==> config.mk <==
export PLATFORM = sky130hd
export DESIGN_NAME = sdspi_perf_monitor_flat
export DESIGN_NICKNAME = d
export VERILOG_FILES = /design/src/rtl/sdspi_perf_monitor_if.sv /design/src/rtl/sdspi_perf_monitor.sv /design/src/flat_wrapper.sv
export SDC_FILE = /design/constraint.sdc
export NUM_CORES = 1
export LEC_CHECK = 0
export CAP_MARGIN = 0
export CORE_MARGIN = 2
export CORE_UTILIZATION = 25
export CTS_BUF_LIST = sky130_fd_sc_hd__clkbuf_16
export CTS_CLUSTER_SIZE = 40
export DETAILED_ROUTE_END_ITERATION = 6
export PLACE_DENSITY = 0.56
export SETUP_SLACK_MARGIN = 0.2
export SYNTH_ARGS = -nofsm -noshare
export SYNTH_HDL_FRONTEND = slang
export SYNTH_SLANG_ARGS = --single-unit
==> constraint.sdc <==
create_clock -name i_clk -period 5.44 [get_ports i_clk]
set_input_delay 1.088 -clock i_clk [delete_from_list [all_inputs] [get_ports i_clk]]
set_output_delay 1.088 -clock i_clk [all_outputs]
set_load 0.02 [all_outputs]
==> src/rtl/sdspi_perf_monitor_if.sv <==
// sdspi_perf_monitor_if: UUT observation and result handshake bundle for the perf monitor
// Observed UUT signals:
//   uut_start     UUT start strobe/level
//   uut_finish    UUT finish level
//   uut_n_blocks  block count applied to the UUT
//   sclk_uut      UUT SCLK (clk domain)
//   cs_uut        UUT chip select, active-low
// Result handshake:
//   busy          high while a run is being measured
//   result_valid  results stable and available
//   result_ready  consumer accepts the results
//   cycle_count   clk cycles of the run
//   sclk_count    qualifying SCLK rising edges (saturating)
//   blocks        block count latched at run start
//   timeout       run aborted by timeout
//   overflow      sclk_count saturated
interface sdspi_perf_monitor_if #(
    parameter int CNT_WIDTH    = 32,
    parameter int N_BLOCK_SIZE = 32
);
    logic                    uut_start;
    logic                    uut_finish;
    logic [N_BLOCK_SIZE-1:0] uut_n_blocks;
    logic                    sclk_uut;
    logic                    cs_uut;
    logic                    busy;
    logic                    result_valid;
    logic                    result_ready;
    logic [CNT_WIDTH-1:0]    cycle_count;
    logic [CNT_WIDTH-1:0]    sclk_count;
    logic [N_BLOCK_SIZE-1:0] blocks;
    logic                    timeout;
    logic                    overflow;
    modport master (
        output uut_start, uut_finish, uut_n_blocks, sclk_uut, cs_uut, result_ready,
        input  busy, result_valid, cycle_count, sclk_count, blocks, timeout, overflow
    );
    modport slave (
        input  uut_start, uut_finish, uut_n_blocks, sclk_uut, cs_uut, result_ready,
        output busy, result_valid, cycle_count, sclk_count, blocks, timeout, overflow
    );
endinterface

==> src/rtl/sdspi_perf_monitor.sv <==
// sdspi_perf_monitor: measures cycles and SCLK edges of one sdspi_system run, with timeout
// Ports:
//   i_clk    system clock
//   i_rst_n  asynchronous active-low reset; a run in progress is discarded
//   bus      sdspi_perf_monitor_if.slave: UUT observation inputs and result handshake
module sdspi_perf_monitor #(
    parameter int CNT_WIDTH      = 32,
    parameter int N_BLOCK_SIZE   = 32,
    parameter int TIMEOUT_CYCLES = 500000000
) (
    input  logic                 i_clk,
    input  logic                 i_rst_n,
    sdspi_perf_monitor_if.slave  bus
);
    typedef enum logic [1:0] {S_IDLE, S_RUN, S_DONE} state_t;
    // Compare at no less than 32 bits so the timeout constant is never truncated
    localparam int CMP_W = (CNT_WIDTH > 32) ? CNT_WIDTH : 32;
    localparam logic [CMP_W-1:0] TO_LAST = CMP_W'(TIMEOUT_CYCLES - 1);
    state_t                  r_state;
    logic                    r_start_q, r_finish_q, r_sclk_q;
    logic [CNT_WIDTH-1:0]    r_cycle, r_sclk;
    logic [N_BLOCK_SIZE-1:0] r_blocks;
    logic                    r_timeout, r_overflow, r_valid, r_busy;
    logic                    w_start_rise, w_finish_rise, w_sclk_hit, w_to_hit;
    logic [CNT_WIDTH-1:0]    w_sclk_next;
    assign w_start_rise  = bus.uut_start & ~r_start_q;
    assign w_finish_rise = bus.uut_finish & ~r_finish_q;
    assign w_sclk_hit    = bus.sclk_uut & ~r_sclk_q & ~bus.cs_uut;
    assign w_to_hit      = CMP_W'(r_cycle) == TO_LAST;
    assign w_sclk_next   = r_sclk + 1'b1;
    assign bus.busy         = r_busy;
    assign bus.result_valid = r_valid;
    assign bus.cycle_count  = r_cycle;
    assign bus.sclk_count   = r_sclk;
    assign bus.blocks       = r_blocks;
    assign bus.timeout      = r_timeout;
    assign bus.overflow     = r_overflow;
    always_ff @(posedge i_clk or negedge i_rst_n) begin
        if (!i_rst_n) begin
            r_state    <= S_IDLE;
            r_start_q  <= 1'b0;
            r_finish_q <= 1'b0;
            r_sclk_q   <= 1'b0;
            r_cycle    <= '0;
            r_sclk     <= '0;
            r_blocks   <= '0;
            r_timeout  <= 1'b0;
            r_overflow <= 1'b0;
            r_valid    <= 1'b0;
            r_busy     <= 1'b0;
        end else begin
            r_start_q  <= bus.uut_start;
            r_finish_q <= bus.uut_finish;
            r_sclk_q   <= bus.sclk_uut;
            case (r_state)
                S_IDLE: if (w_start_rise) begin
                    r_state    <= S_RUN;
                    r_busy     <= 1'b1;
                    r_cycle    <= '0;
                    r_sclk     <= '0;
                    r_timeout  <= 1'b0;
                    r_overflow <= 1'b0;
                    r_blocks   <= bus.uut_n_blocks;
                end
                S_RUN: begin
                    // Edges still count on the closing edge; only the cycle count skips it
                    if (w_sclk_hit && !(&r_sclk)) begin
                        r_sclk <= w_sclk_next;
                        if (&w_sclk_next) r_overflow <= 1'b1;
                    end
                    if (w_finish_rise) begin
                        r_state <= S_DONE;
                        r_busy  <= 1'b0;
                        r_valid <= 1'b1;
                    end else begin
                        r_cycle <= r_cycle + 1'b1;
                        if (w_to_hit) begin
                            r_timeout <= 1'b1;
                            r_state   <= S_DONE;
                            r_busy    <= 1'b0;
                            r_valid   <= 1'b1;
                        end
                    end
                end
                S_DONE: if (bus.result_ready) begin
                    r_valid <= 1'b0;
                    r_state <= S_IDLE;
                end
                default: r_state <= S_IDLE;
            endcase
        end
    end
endmodule

==> src/flat_wrapper.sv <==
// flat-port wrapper written by rule: the top's interface ports become plain ports
module sdspi_perf_monitor_flat 
#(
    parameter int CNT_WIDTH      = 32,
    parameter int N_BLOCK_SIZE   = 32,
    parameter int TIMEOUT_CYCLES = 500000000
)
  (i_clk, i_rst_n, bus_uut_start, bus_uut_finish, bus_uut_n_blocks, bus_sclk_uut, bus_cs_uut, bus_result_ready, bus_busy, bus_result_valid, bus_cycle_count, bus_sclk_count, bus_blocks, bus_timeout, bus_overflow);
  sdspi_perf_monitor_if #(.CNT_WIDTH(CNT_WIDTH), .N_BLOCK_SIZE(N_BLOCK_SIZE)) bus_i ();
  input  logic i_clk;
  input  logic i_rst_n;
  input wire logic [$bits(bus_i.uut_start)-1:0] bus_uut_start;
  input wire logic [$bits(bus_i.uut_finish)-1:0] bus_uut_finish;
  input wire logic [$bits(bus_i.uut_n_blocks)-1:0] bus_uut_n_blocks;
  input wire logic [$bits(bus_i.sclk_uut)-1:0] bus_sclk_uut;
  input wire logic [$bits(bus_i.cs_uut)-1:0] bus_cs_uut;
  input wire logic [$bits(bus_i.result_ready)-1:0] bus_result_ready;
  output wire logic [$bits(bus_i.busy)-1:0] bus_busy;
  output wire logic [$bits(bus_i.result_valid)-1:0] bus_result_valid;
  output wire logic [$bits(bus_i.cycle_count)-1:0] bus_cycle_count;
  output wire logic [$bits(bus_i.sclk_count)-1:0] bus_sclk_count;
  output wire logic [$bits(bus_i.blocks)-1:0] bus_blocks;
  output wire logic [$bits(bus_i.timeout)-1:0] bus_timeout;
  output wire logic [$bits(bus_i.overflow)-1:0] bus_overflow;
  assign bus_i.uut_start = bus_uut_start;
  assign bus_i.uut_finish = bus_uut_finish;
  assign bus_i.uut_n_blocks = bus_uut_n_blocks;
  assign bus_i.sclk_uut = bus_sclk_uut;
  assign bus_i.cs_uut = bus_cs_uut;
  assign bus_i.result_ready = bus_result_ready;
  assign bus_busy = bus_i.busy;
  assign bus_result_valid = bus_i.result_valid;
  assign bus_cycle_count = bus_i.cycle_count;
  assign bus_sclk_count = bus_i.sclk_count;
  assign bus_blocks = bus_i.blocks;
  assign bus_timeout = bus_i.timeout;
  assign bus_overflow = bus_i.overflow;
  sdspi_perf_monitor #(.CNT_WIDTH(CNT_WIDTH), .N_BLOCK_SIZE(N_BLOCK_SIZE), .TIMEOUT_CYCLES(TIMEOUT_CYCLES)) u_core (.i_clk(i_clk), .i_rst_n(i_rst_n), .bus(bus_i));
endmodule
==> impl_results.md <==
- Run status: completed
- RSZ-0062 raised after global routing: false
- Core Footprint: 20300 um^2
- Reg-to-reg startpoint: u_core.bus.sclk_count[0]
- Cell count after synthesis: about 590
- Post-CTS Resized: 0
- Arr. time, crit path: 3.17 ns
- DRT Pass-1 Iters: 4
- R2r setup slk: 2.48 ns
- Reg2reg path depth: 7
- Total GRT Usage: 14.1%
- Seq cells post-synth: 105
- RR Endpoint: u_core.bus.sclk_count[14]
- Yosys cell types: 47
- Clk network pwr share: 25.8%
- I/O pin cnt: 139
- Share of layout cells above drive strength 1: just over 4%
- Max Cap Violations: 0
- IO Port Bufs: 138
- Post-synth top flop: dfrtp_1
- Die Wd: 148 um
- Lkg Pwr: between 0.002 and 0.003 uW
- H-tree depth: 3
- Period minus WS final: 2.96 ns
- Comb pwr share: 33.0%
- Max Fanout on Critical Path: 30
- Net Sw Power: between 800 and 900 uW
- Clk_lat worst skew: 0.35 ns
- Switching part of the total: 34.8%
- P_int: 1620 uW
- Max clock buf depth: 2
- EDFF count, synth: 0
- Max frequency: 337 MHz
- Vias in the first global route: 4477
- Hold depth: 2
- DRC: 0
- Total wire length: ~15 mm
- Drt wl/cell: 15.5 um
- GRT overflow: 0
- CTS tree: yes
- Fin crit share: 54.5%
- Setup Skew: 0.00492 ns
- ANT cells: 0
- Die height: 148 um
- Synth warnings: 0
- Critical Path RT: between 5 and 6 ns
- Peak supply drop: 158 uV
- Hold bufs inserted after CTS: 0
- First-pass GRT wire length: about 25 mm
- Setup ws final: 2.48 ns
- Initial antenna violation count: 0
- Final setup violation count: 0
- Antenna Nets Post-Route: 0
- Largest net degree at the start of global routing: 65
- Seq/Total Area, Yosys: 50.5%
- Synth Cell Area: 5200 um^2
- Capture point of the worst path: u_core.bus.sclk_count[14]
- Area delta synth->final: 37.5%
- Worst setup startpoint: u_core.bus.sclk_count[0]
- Routed vias/inst: between 4 and 5
- # nets final: approximately 770
- Die ar.: roughly 22000 um^2
- Clk sinks: 105
- Syn Nets: 635
- # rows: 52
- Async SR Flop Fraction: 100%
- Vias: 4810
- CTS Buf Count: 9
- Post-CTS Setup Bufs: 0
- CP Capture Type: register
- Hold Crit Class: reg -> reg
- Part of the power in registers: 41.1%
- Dpl ws: 2.28 ns
- Count of final hold-check violations: 0
- Fin Setup TNS: 0 ns
- PD cells: 348 nW/um^2
- Root Buffer: clkbuf_16
- Starting Density: between 20% and 30%
- Reg clk slew, reported paths: around 0.070 ns
- Final estimated routing congestion in global placement: around 0.82
- Slew @ Worst Pin: between 0.8 and 0.9 ns
- Mapped Avg Cell Area: 8.77 um^2
- Final Max Tran Viols: 0
- Worst slew margin: between 40% and 50%
- DP Wirelength: roughly 11 mm
- Crit Path Category: reg -> reg
- Iter 0 DRT Violations: 223
- Setup crit start kind: register
worst min path at each step:
stage,to,from
after floorplan,u_core.bus.result_valid,u_core.r_state[1]
after global placement,u_core.bus.blocks[12],u_core.bus.blocks[12]
after detailed placement,u_core.bus.blocks[6],u_core.bus.blocks[6]
after CTS,u_core.bus.blocks[6],u_core.bus.blocks[6]
after global routing,u_core.bus.blocks[6],u_core.bus.blocks[6]
final,u_core.bus.blocks[19],u_core.bus.blocks[19]
cells by family (layout without fill, tap and decap cells):
group / Yosys count / count (layout) / synth area share [%]
and+or+nand+nor: 307 / 307 / 28.4
DFF: 105 / 105 / 50.5
AOI/OAI and AO/OA: 101 / 101 / 11.2
buffers and inverters: 41 / 177 / 3.06
xor gates and xnor gates: 34 / 34 / 5.73
adders and majority gates: 3 / 3 / 0.722
muxes: 2 / 2 / 0.385
critical path, cell delays in order, from the launching register on:
cell	delay (ns)
dfrtp_1	0.44
ha_1	0.34
nand3_1	0.19
nor4_1	0.76
a31o_2	0.72
a31oi_1	0.07
o21ai_0	0.20
o41ai_1	0.10
area by class of cell:
class / count / area, um^2
Clock buffer: 9 / 225
Clock inverter: 6 / 51.3
Fill cell: 2121 / 13100
Inverter: 18 / 67.6
Multi-Input combinational cell: 447 / 2420
Sequential cell: 105 / 2630
Tap cell: 270 / 338
Timing Repair Buffer: 144 / 1420
per-layer routing:
metal  global-route usage [%]  up-vias  share of wire [%]
met2                     22.1      133                 46
met5                        0        -                  0
met4                     4.57        0                1.3
li1                         -     2324                  -
met1                     20.0     2338                 48
met3                     2.15       15                4.7
registers in the layout (all words and copies together), names as in the netlist:
| signal | flops |
|---|---|
| u_core.r_state | 2 |
| u_core.bus.cycle_count | 32 |
| u_core.bus.blocks | 32 |
| u_core.r_finish_q | 1 |
| u_core.bus.timeout | 1 |
| u_core.r_sclk_q | 1 |
| u_core.bus.result_valid | 1 |
| u_core.bus.busy | 1 |
| u_core.r_start_q | 1 |
| u_core.bus.overflow | 1 |
| u_core.bus.sclk_count | 32 |
power by group through the flow:
stage	Combinational, uW	Clock, uW	Sequential [uW]
floorplan	256	0	1190
global placement	830	0	1040
detailed placement	836	0	1040
CTS	838	667	1020
global route	896	693	1050
finish	823	643	1020
synthesized netlist by cell type (6+ instances only):
| cell type | n | area share, % |
|---|---|---|
| xor2_1 | 11 | 1.9 |
| nor4_1 | 8 | 0.96 |
| o31ai_1 | 7 | 1.0 |
| a31oi_1 | 7 | 0.84 |
| dfrtp_1 | 105 | 51 |
| inv_1 | 18 | 1.3 |
| or3_1 | 13 | 1.6 |
| a21oi_1 | 20 | 1.9 |
| nand4_1 | 21 | 2.5 |
| o21ai_1 | 13 | 1.3 |
| nor3_1 | 15 | 1.4 |
| nand2_1 | 134 | 9.7 |
| nor2_1 | 50 | 3.6 |
| and3_1 | 6 | 0.72 |
| nand3_1 | 31 | 3.0 |
| clkbuf_1 | 19 | 1.4 |
| xnor2_1 | 23 | 3.9 |
| o21ai_0 | 41 | 3.9 |
per-stage QoR:
step	hold slack [ns]	area, um^2	cells	total power [uW]	utilization [%]
floorplan	0.496	5200	593	1440	-
global placement	0.458	6880	984	1870	33.9
detailed placement	0.461	6880	984	1870	33.9
CTS	0.479	7150	999	2530	35.2
global route	0.499	7150	999	2640	35.2
finish	0.473	7150	999	2490	35.2
layout by cell type, fill, tap and decap left out, types with 4 or more instances in the layout:
cell             Yosys  final
o21ai_1             13     13
dfrtp_1            105    105
and3_1               6      6
nand3_1             31     31
nor4_1               8      8
and2_1               4      4
inv_1               18     19
o41ai_1              4      4
clkdlybuf4s50_1      0    137
o21ai_0             41     41
buf_4                0      7
a21oi_1             20     20
xnor2_1             23     23
clkbuf_16            0      9
and4_1               4      4
xor2_1              11     11
o31ai_1              7      7
a31oi_1              7      7
nand2_1            134    134
or3_1               13     13
nand4_1             21     21
nor2_1              50     50
nor3_1              15     14
Power figures use the tool's default switching activity.
